`src/rtl/fb_pkg.sv`:
```
// fb_pkg: shared framebuffer geometry constants and the write-arbiter state type.
package fb_pkg;
    localparam int FB_WIDTH  = 640;
    localparam int FB_HEIGHT = 480;
    localparam int FB_PIXELS = FB_WIDTH * FB_HEIGHT;
    localparam int FB_ADDR_W = 19;
    localparam int COLOR_W   = 4;
    typedef enum logic [1:0] {IDLE, GRANT, HOLD} fb_arb_state_t;
endpackage

```
`src/rtl/rr_pick.sv`:
```
// rr_pick: combinational round-robin picker, first set req bit at or after ptr (wrapping at N).
// Ports: req (request vector), ptr (highest-priority index), found (any request), index (winner).
module rr_pick #(
    parameter int N = 3,
    parameter int W = $clog2(N)
) (
    input  logic [N-1:0] req,
    input  logic [W-1:0] ptr,
    output logic         found,
    output logic [W-1:0] index
);
    logic [2*N-1:0] dbl;
    always_comb begin
        // rotate so bit k is requester (ptr+k) mod N; scan high to low so the lowest k wins
        dbl   = {req, req} >> ptr;
        found = 1'b0;
        index = '0;
        for (int k = N - 1; k >= 0; k--) begin
            if (dbl[k]) begin
                found = 1'b1;
                index = W'((int'(ptr) + k) % N);
            end
        end
    end
endmodule

```
`src/rtl/fb_write_arbiter.sv`:
```
// fb_write_arbiter: round-robin, burst-bounded arbiter sharing one framebuffer write port.
// Ports: clock/reset (sync, active-high); fb_resetting stalls all writers; frame_start resets
// the round-robin pointer; req_valid/req_addr/req_data/req_ready per requester (packed i*W);
// wr_addr/wr_data/wr_en registered write port; grant_id current/last grant; busy in GRANT.
// Optional macro FB_ARB_STATS_EN adds stat_drops (out-of-range beats, saturating) and
// stat_beats (write pulses in the previous frame).
module fb_write_arbiter #(
    parameter int NUM_REQ   = 3,
    parameter int ADDR_W    = 19,
    parameter int DATA_W    = 4,
    parameter int BURST_MAX = 16,
    parameter int FB_PIXELS = 307200,
    localparam int ID_W     = $clog2(NUM_REQ)
) (
    input  logic                      clock,
    input  logic                      reset,
    input  logic                      fb_resetting,
    input  logic                      frame_start,
    input  logic [NUM_REQ-1:0]        req_valid,
    input  logic [NUM_REQ*ADDR_W-1:0] req_addr,
    input  logic [NUM_REQ*DATA_W-1:0] req_data,
    output logic [NUM_REQ-1:0]        req_ready,
    output logic [ADDR_W-1:0]         wr_addr,
    output logic [DATA_W-1:0]         wr_data,
    output logic                      wr_en,
    output logic [ID_W-1:0]           grant_id,
    output logic                      busy
`ifdef FB_ARB_STATS_EN
    ,
    output logic [15:0]               stat_drops,
    output logic [19:0]               stat_beats
`endif
);
    import fb_pkg::*;

    fb_arb_state_t     state, state_n;
    logic [ID_W-1:0]   ptr, ptr_n, gid_n, pick, gid_next;
    logic [7:0]        cnt, cnt_n;
    logic              found, beat, in_range, last;
    logic [ADDR_W-1:0] cur_addr;
    logic [DATA_W-1:0] cur_data;

    rr_pick #(.N(NUM_REQ), .W(ID_W)) u_pick (
        .req   (req_valid),
        .ptr   (ptr),
        .found (found),
        .index (pick)
    );

    assign cur_addr  = req_addr[int'(grant_id) * ADDR_W +: ADDR_W];
    assign cur_data  = req_data[int'(grant_id) * DATA_W +: DATA_W];
    // ready falls combinationally with fb_resetting so no beat is accepted during a clear
    assign req_ready = (state == GRANT && !fb_resetting) ? NUM_REQ'(1) << grant_id : '0;
    assign beat      = |(req_valid & req_ready);
    assign in_range  = 32'(cur_addr) < FB_PIXELS;
    assign last      = cnt == 8'(BURST_MAX - 1);
    assign gid_next  = (grant_id == ID_W'(NUM_REQ - 1)) ? '0 : grant_id + 1'b1;
    assign busy      = state == GRANT;

    always_comb begin
        state_n = state;
        ptr_n   = ptr;
        gid_n   = grant_id;
        cnt_n   = cnt;
        if (state == HOLD) begin
            state_n = fb_resetting ? HOLD : IDLE;
        end else if (state == IDLE) begin
            if (fb_resetting) begin
                state_n = HOLD;
            end else if (found) begin
                state_n = GRANT;
                gid_n   = pick;
            end
        end else begin
            if (fb_resetting) begin
                state_n = HOLD;
                cnt_n   = '0;
            end else if (!req_valid[grant_id] || last) begin
                state_n = IDLE;
                ptr_n   = gid_next;
                cnt_n   = '0;
            end else begin
                cnt_n = cnt + 1'b1;
            end
        end
        // frame start overrides any end-of-burst pointer update
        if (frame_start) ptr_n = '0;
    end

    always_ff @(posedge clock) begin
        if (reset) begin
            state    <= IDLE;
            ptr      <= '0;
            grant_id <= '0;
            cnt      <= '0;
            wr_en    <= 1'b0;
            wr_addr  <= '0;
            wr_data  <= '0;
        end else begin
            state    <= state_n;
            ptr      <= ptr_n;
            grant_id <= gid_n;
            cnt      <= cnt_n;
            wr_en    <= beat && in_range;
            if (beat) begin
                wr_addr <= cur_addr;
                wr_data <= cur_data;
            end
        end
    end

`ifdef FB_ARB_STATS_EN
    logic [19:0] frame_beats;
    always_ff @(posedge clock) begin
        if (reset) begin
            stat_drops  <= '0;
            stat_beats  <= '0;
            frame_beats <= '0;
        end else begin
            if (beat && !in_range && stat_drops != 16'hffff) stat_drops <= stat_drops + 1'b1;
            // a pulse coinciding with frame_start still belongs to the closing frame
            if (frame_start) begin
                stat_beats  <= frame_beats + 20'(wr_en);
                frame_beats <= '0;
            end else begin
                frame_beats <= frame_beats + 20'(wr_en);
            end
        end
    end
`endif
endmodule
```
`config.mk`:
```
export PLATFORM = sky130hd
export DESIGN_NAME = fb_write_arbiter
export DESIGN_NICKNAME = d
export VERILOG_FILES = /design/src/rtl/fb_pkg.sv /design/src/rtl/rr_pick.sv /design/src/rtl/fb_write_arbiter.sv
export SDC_FILE = /design/constraint.sdc
export NUM_CORES = 1
export LEC_CHECK = 0
export ABC_AREA = 1
export CAP_MARGIN = 20
export CORE_ASPECT_RATIO = 1.1
export CORE_MARGIN = 2
export CORE_UTILIZATION = 46
export CTS_CLUSTER_DIAMETER = 120
export DETAILED_ROUTE_END_ITERATION = 6
export PLACE_DENSITY_LB_ADDON = 0.05
export SLEW_MARGIN = 20
export SYNTH_ARGS = -nofsm -noshare
export SYNTH_HDL_FRONTEND = slang
export SYNTH_HIERARCHICAL = 1
export SYNTH_SLANG_ARGS = --single-unit
```
`constraint.sdc`:
```
create_clock -name clock -period 2.6 [get_ports clock]
set_input_delay 0.52 -clock clock [delete_from_list [all_inputs] [get_ports clock]]
set_output_delay 0.52 -clock clock [all_outputs]
set_load 0.01 [all_outputs]
```
==> PnR_summary.wiki, run 1 <==
{| class="wikitable"
! Metric !! Value
|-
| XOR/XNOR Fraction of Synth Area || 0%
|-
| Maximum capacitance violations || 0
|-
| Sequential standard cell area || 760.7 um^2
|-
| DRC viols || 0
|-
| Nature of the critical path endpoint || output port
|-
| Synth warnings || 6
|-
| Final weighted congestion in routability-driven placement || 0.8363
|-
| Placed Area || 3428 um^2
|-
| Slowest cell on the critical path || sky130_fd_sc_hd__clkdlybuf4s50_1
|-
| RSZ-0062 raised after global routing || no
|-
| Num ports || ~110
|-
| Placed Instances || about 510
|-
| Number of vias after detailed routing || 2616
|-
| Actual slew at the worst max-slew pin || 0.5572 ns
|-
| CTS H-tree lvls || 2
|-
| HPWL after detailed placement || 4934 um
|-
| Cell count along the critical path || 7
|-
| Share of synthesized cell area in full adder, half adder and majority cells || 2.083%
|-
| Total number of placement rows || 27
|-
| Global-route wire length before repair || 10590 um
|-
| Synth Flop Type || sky130_fd_sc_hd__dfxtp_1
|-
| Detail Route Antenna Nets || 0
|-
| Skew-Pair Late Insertion Delay || 0.28 ns
|-
| Die area || 5817 um^2
|-
| CTS tree || done
|-
| Number of global-route vias before repair || 2390
|-
| Unique cell type count in the Yosys netlist || 32
|-
| Areal power density over the cells || 404.1 nW/um^2
|-
| Last element of the critical path || req_ready[0]
|-
| Final Power || 1.426 mW
|-
| Peak supply drop || 0.0002985 V
|-
| Total congestion overflow after global routing || 0
|-
| Number of hold violations in the final report || 0
|-
| Data arrival time of the critical path || 1.94 ns
|-
| Input/output buffers || around 110
|-
| Total CTS buffers || 5
|-
| Clock Tree Buf Depth || 2
|-
| Cell family with the largest share of critical-path delay || buffers and inverters
|-
| WP data required || 2.08 ns
|-
| Hold_buf cts || 0
|-
| Crit Path Category || input pin to output port
|-
| Core outline area || a little over 5000 um^2
|-
| Status || finished, final reports clean
|-
| Finished Cell Area || ~3500 um^2
|-
| Clock slew at reported path FFs || roughly 0.07 ns
|-
| Effective utilization at floorplan || a little under half
|-
| Synth-to-Final Area Change || 46.87%
|-
| Final worst hold slack || approximately 0.48 ns
|-
| Max-slew headroom || 62.77%
|-
| Portion of netlist area occupied by mux cells || 0%
|-
| Worst Clk Skew || 0.006802 ns
|-
| R2r worst-path depth || 8
|-
| First-pass iteration count of the detailed router || 4
|-
| Core occupancy in the finished layout || 70.10%
|-
| Overall fraction of global-route tracks in use || 22.53%
|-
| Root Buffer || sky130_fd_sc_hd__clkbuf_8
|-
| Synthesized-area fraction occupied by and/or/nand/nor cells || 46.04%
|-
| Filler instances || 432
|-
| Crit. Startpoint || fb_resetting
|-
| Yosys reg bits || 38
|-
| Fraction of layout cells with a size suffix above 1 || 9.287%
|-
| Cells traversed along the worst timing path || clkdlybuf4s50_1, inv_1, nand2_4, nor2_4, inv_1, nor2_1, clkdlybuf4s50_1
|-
| Buffers plus inverters on the worst setup path || 4
|-
| Worst R2R Start || grant_id[0]$_SDFFE_PP0P_
|-
| Setup slack on the worst flop-to-flop path || 0.79 ns
|-
| Number of endpoints failing setup at the final stage || 0
|-
| Count of inserted antenna diode cells || 0
|-
| Startpoint types || input pin
|-
| CP max FO || 3
|-
| Depth of the worst hold-timing path || 2
|-
| Capture point of the worst reg-to-reg path || wr_addr[15]$_SDFFE_PP0P_
|-
| Synthesized Nets || between 400 and 500
|-
| Combinational family with the most area after synthesis || simple AND/OR/NAND/NOR gates
|-
| Average via count per standard cell || 5.021
|-
| Compound-cell area share of the yosys netlist || 10.78%
|-
| Maximum frequency from static timing analysis || 407.1 MHz
|-
| WL per Instance || 12.33 um
|-
| Period minus WS final || 2.456 ns
|-
| Multi-input logic area || 1415 um^2
|-
| Number of pins with negative max-slew slack in the final report || 0
|-
| Min-Delay Path Class || flop to flop
|-
| Synthesized area || 2402 um^2
|-
| Async set or reset register ratio after synthesis || 0%
|-
| TNS Setup || 0 ns
|-
| Count of flip-flops with a built-in enable after synthesis || 0
|-
| Floorplan die width || 72.91 um
|-
| Post-layout nets || 542
|-
| Final cell count without fillers || ~520
|-
| Share of the yosys chip area belonging to registers || 31.67%
|-
| Initial antenna violation count || 0
|-
| LEAKAGE || 1.471 nW
|-
| Setup slack of the critical path after layout || around 0.14 ns
|-
| Pre-CTS WS || between 0.03 and 0.04 ns
|-
| Mapped Avg Cell Area || 6.673 um^2
|-
| Number of clock sinks || 38
|-
| Number of instances in the synthesized netlist || 360
|-
| DRT Wirelength || between 6000 and 7000 um
|-
| Die Y-Extent || 79.80 um
|-
| Highest cell delay on the worst timing path || approximately 0.53 ns
|-
| Final clock period utilization by the worst path || 94.47%
|-
| Iter 0 DRT Violations || 124
|-
| Maximum number of pins on one net before global-route repair || 28
|}
logic make-up (layout without fill, tap and decap cells):
kind of cell	count (synthesis)	count (layout)
AOI/OAI and AO/OA	49	49
adders and majority gates	4	4
buffers and inverters	34	137
DFF	38	38
and+or+nand+nor	235	235
timing repair:
item | CTS | global route
gates resized for setup | 0 | 2
endpoints found under the setup margin | 0 | 2
setup buffers | 0 | 0
endpoints found under the hold margin | 0 | 0
worst register-to-register path, delay by kind of cell, from the launching register on:
family                 cells  cell delay, ns
AOI/OAI and AO/OA          2            0.23
and+or+nand+nor            4            0.68
DFF                        1            0.41
buffers and inverters      2            0.42
per-layer routing:
layer | part of all wire (%) | global-route usage (%) | wire length [um] | up-vias
met5 | 0 | 0 | 0 | -
met4 | 0.72 | 4.630 | 46 | 0
met3 | 4.7 | 4.924 | 299 | 6
met2 | 52 | 42.09 | 3310 | 63
met1 | 43 | 25.90 | 2769 | 1177
li1 | - | - | - | 1370
worst min-delay path by stage:
stage / from / to / slack [ns]
floorplan: cnt[1]$_SDFFE_PP0P_ / cnt[1]$_SDFFE_PP0P_ / 0.46
global placement: wr_addr[17]$_SDFFE_PP0P_ / wr_addr[17]$_SDFFE_PP0P_ / 0.46
detailed placement: wr_addr[10]$_SDFFE_PP0P_ / wr_addr[10]$_SDFFE_PP0P_ / 0.47
CTS: wr_addr[6]$_SDFFE_PP0P_ / wr_addr[6]$_SDFFE_PP0P_ / 0.49
global route: wr_addr[16]$_SDFFE_PP0P_ / wr_addr[16]$_SDFFE_PP0P_ / 0.51
finish: wr_addr[2]$_SDFFE_PP0P_ / wr_addr[2]$_SDFFE_PP0P_ / 0.48
Yosys cell counts (3+ instances only):
library cell	number	share of area (%)
sky130_fd_sc_hd__nand3_2	6	2.5
sky130_fd_sc_hd__nor2_1	70	11
sky130_fd_sc_hd__nand2_4	3	1.4
sky130_fd_sc_hd__a21oi_1	17	3.5
sky130_fd_sc_hd__ha_1	4	2.1
sky130_fd_sc_hd__buf_2	3	0.62
sky130_fd_sc_hd__nor2_8	3	2.5
sky130_fd_sc_hd__nand2_2	7	1.8
sky130_fd_sc_hd__dfxtp_1	38	32
sky130_fd_sc_hd__o21ai_0	26	5.4
sky130_fd_sc_hd__inv_1	15	2.3
sky130_fd_sc_hd__nand3_1	45	9.4
sky130_fd_sc_hd__buf_6	6	2.8
sky130_fd_sc_hd__nand2_1	92	14
final cells by class:
type / count / area share [%]
Tap cell: 58 / 2.057
Inverter: 19 / 2.589
Sequential cell: 38 / 21.56
Multi-Input combinational cell: 288 / 40.11
Clock inverter: 2 / 0.3546
Timing Repair Buffer: 110 / 30.99
Clock buffer: 6 / 2.340
report_power, final:
part           leakage, nW  internal (mW)  switching [mW]
combinational         1.12          0.201           0.187
clock               0.0472          0.213           0.207
sequential           0.308          0.597          0.0199
layout by cell type (no fill, tap or decap), drive strengths merged, types with 2 or more instances in the layout:
cell type / netlist / layout
ha: 4 / 4
a21oi: 17 / 17
clkdlybuf4s50: 0 / 103
o21ai: 29 / 29
dlymetal6s2s: 0 / 2
nor2: 76 / 76
nand2: 102 / 102
nand3: 52 / 52
nor3: 2 / 2
o21a: 2 / 2
dfxtp: 38 / 38
buf: 14 / 5
inv: 19 / 19
clkbuf: 1 / 6
flip-flops by register name (all words and copies together) (netlist names):
register and flops:
wr_addr 19, grant_id 2, cnt 8, wr_en 1, state 2, ptr 2, wr_data 4
Power figures use the tool's default switching activity.
==> run 2: changes to the inputs <==
SETUP_SLACK_MARGIN = 0.2   (was not set)
==> run 2 against run 1 <==
Net effect: clock power about the same; first-iteration DRC count up 4.0%; wire length decreased by 0.39%; final cell count is the same; non-clock buffer count stayed put; sequential share of layout area grew 0.054 points; maximum frequency up 10%; combinational power barely moved; sequential power about the same; power barely moved.
==> PnR_summary.wiki, run 2 (synthesis gave the netlist of run 1 again) <==
{| class="wikitable"
! Metric !! Value
|-
| Status || finished, final reports clean
|-
| Capture point of the worst reg-to-reg path || wr_addr[18]$_SDFFE_PP0P_
|-
| CP max FO || 3
|-
| Number of pins with negative max-slew slack in the final report || 0
|-
| Num ports || 106
|-
| Overall fraction of global-route tracks in use || 22.61%
|-
| Number of endpoints failing setup at the final stage || 0
|-
| Largest registers ranked by flip-flop count || wr_addr x19, cnt x8, wr_data x4
|-
| Maximum number of pins on one net before global-route repair || 28
|-
| Max-slew headroom || 63.40%
|-
| Min-Delay Path Class || flop to flop
|-
| LEAKAGE || approximately 1.4 nW
|-
| CTS H-tree lvls || 2
|-
| End of the worst hold path || wr_addr[2]$_SDFFE_PP0P_
|-
| RSZ-0062 raised after global routing || no
|-
| Average via count per standard cell || 5.029
|-
| WL per Instance || 12.29 um
|-
| Final worst hold slack || 0.4836 ns
|-
| Number of global-route vias before repair || 2394
|-
| Global Route met2 Usage || 42.18%
|-
| Met1 demand-to-capacity share in global routing || 26.05%
|-
| Peak supply drop || 0.0002981 V
|-
| Depth of the worst hold-timing path || 2
|-
| Die Y-Extent || 79.80 um
|-
| Initial antenna violation count || 0
|-
| Total number of placement rows || 27
|-
| Die area || 5817 um^2
|-
| Iter 0 DRT Violations || 129
|-
| Number of vias after detailed routing || 2620
|-
| Pre-CTS WS || 0.03676 ns
|-
| Setup slack of the critical path after layout || 0.3663 ns
|-
| Maximum capacitance violations || 0
|-
| Worst Clk Skew || 0.006040 ns
|-
| First-pass iteration count of the detailed router || 4
|-
| Clock Tree Buf Depth || 2
|-
| Total congestion overflow after global routing || 0
|-
| Input/output buffers || 105
|-
| Biggest register || wr_addr
|-
| Hold path start || wr_addr[2]$_SDFFE_PP0P_
|-
| Effective utilization at floorplan || 47.73%
|-
| Core outline area || approximately 5000 um^2
|-
| DRC viols || 0
|-
| Clock slew at reported path FFs || 0.07 ns
|-
| Nature of the critical path endpoint || output port
|-
| Actual slew at the worst max-slew pin || 0.5476 ns
|-
| Post-CTS Setup Repair Bufs || 0
|-
| Total CTS buffers || 5
|-
| Data arrival time of the critical path || about 1.7 ns
|-
| Core occupancy in the finished layout || between 60% and 70%
|-
| Most used cells in the layout excluding fill and tap cells || sky130_fd_sc_hd__clkdlybuf4s50_1, sky130_fd_sc_hd__nand2_1, sky130_fd_sc_hd__nor2_1, sky130_fd_sc_hd__nand3_1, sky130_fd_sc_hd__dfxtp_1
|-
| Detail Route Antenna Nets || 0
|-
| Skew-Pair Late Insertion Delay || 0.28 ns
|-
| DRT Wirelength || 6401 um
|-
| CTS tree || done
|-
| Most crowded layer after global routing || met2
|-
| Global-route wire length before repair || 10630 um
|-
| Met3 track utilization from global routing || 4.924%
|-
| Post-layout nets || ~540
|-
| Final weighted congestion in routability-driven placement || 0.8363
|-
| Most common cell after layout, fill and taps aside || sky130_fd_sc_hd__clkdlybuf4s50_1
|-
| Hold_buf cts || 0
|-
| Setup slack on the worst flop-to-flop path || 0.78 ns
|-
| Maximum frequency from static timing analysis || about 450 MHz
|-
| Fraction of layout cells with a size suffix above 1 || 9.503%
|-
| Largest register FFs || 19
|-
| Final clock period utilization by the worst path || 85.91%
|-
| HPWL after detailed placement || 4934 um
|-
| WP data required || 2.08 ns
|-
| Number of clock sinks || 38
|-
| Period minus WS final || about 2.2 ns
|-
| Floorplan die width || around 73 um
|-
| Root Buffer || sky130_fd_sc_hd__clkbuf_8
|-
| Number of hold violations in the final report || 0
|-
| TNS Setup || 0 ns
|-
| Placed Area || 3428 um^2
|-
| R2r worst-path depth || 8
|-
| Areal power density over the cells || 404.9 nW/um^2
|-
| Worst R2R Start || grant_id[0]$_SDFFE_PP0P_
|-
| Count of inserted antenna diode cells || 0
|-
| Startpoint types || input pin
|-
| Synth-to-Final Area Change || 46.51%
|-
| CTS-repair resized insts || 4
|-
| Crit Path Category || input pin to output port
|-
| Finished Cell Area || 3520 um^2
|}
==> run 2: worst max-delay path by stage <==
stage,startpoint,endpoint,slack (ns),cells after the start
finish,fb_resetting,req_ready[1],0.37,7
CTS,fb_resetting,req_ready[1],0.36,7
detailed placement,fb_resetting,req_ready[1],0.04,7
floorplan,fb_resetting,req_ready[1],0.92,5
global route,fb_resetting,req_ready[1],0.25,7
global placement,fb_resetting,req_ready[1],0.08,7
==> run 2: cell type report <==
class,instances,area (um^2)
Tap cell,58,72.57
Timing Repair Buffer,110,1085
Inverter,19,91.34
Clock buffer,6,82.58
Sequential cell,38,760.7
Fill cell,435,1514
Multi-Input combinational cell,288,1415
Clock inverter,2,12.51
==> run 2: critical path: stages <==
cell and delay, ns:
sky130_fd_sc_hd__clkdlybuf4s50_1 0.41, sky130_fd_sc_hd__inv_2 0.09, sky130_fd_sc_hd__nand2_4 0.08, sky130_fd_sc_hd__nor2_4 0.11, sky130_fd_sc_hd__inv_1 0.07, sky130_fd_sc_hd__nor3_1 0.14
sky130_fd_sc_hd__dlygate4sd2_1 0.29
==> run 2: power by group <==
| part | leakage (nW) | switching, mW | internal, mW |
|---|---|---|---|
| logic | 1.09 | 0.187 | 0.201 |
| registers | 0.308 | 0.0199 | 0.597 |
| clock network | 0.0472 | 0.207 | 0.213 |
| total | 1.45 | 0.414 | 1.01 |
==> run 2: stage by stage <==
stage	total power, mW	cells
finish	1.425	521
global route	1.518	521
CTS	1.444	521
detailed placement	1.023	513
global placement	1.019	513
floorplan	0.8446	360
==> run 2: routing by layer <==
metal	vias up	part of all wire, %
met3	4	4.9
met2	72	51
met1	1175	43
met5	-	0
met4	0	0.44
li1	1369	-
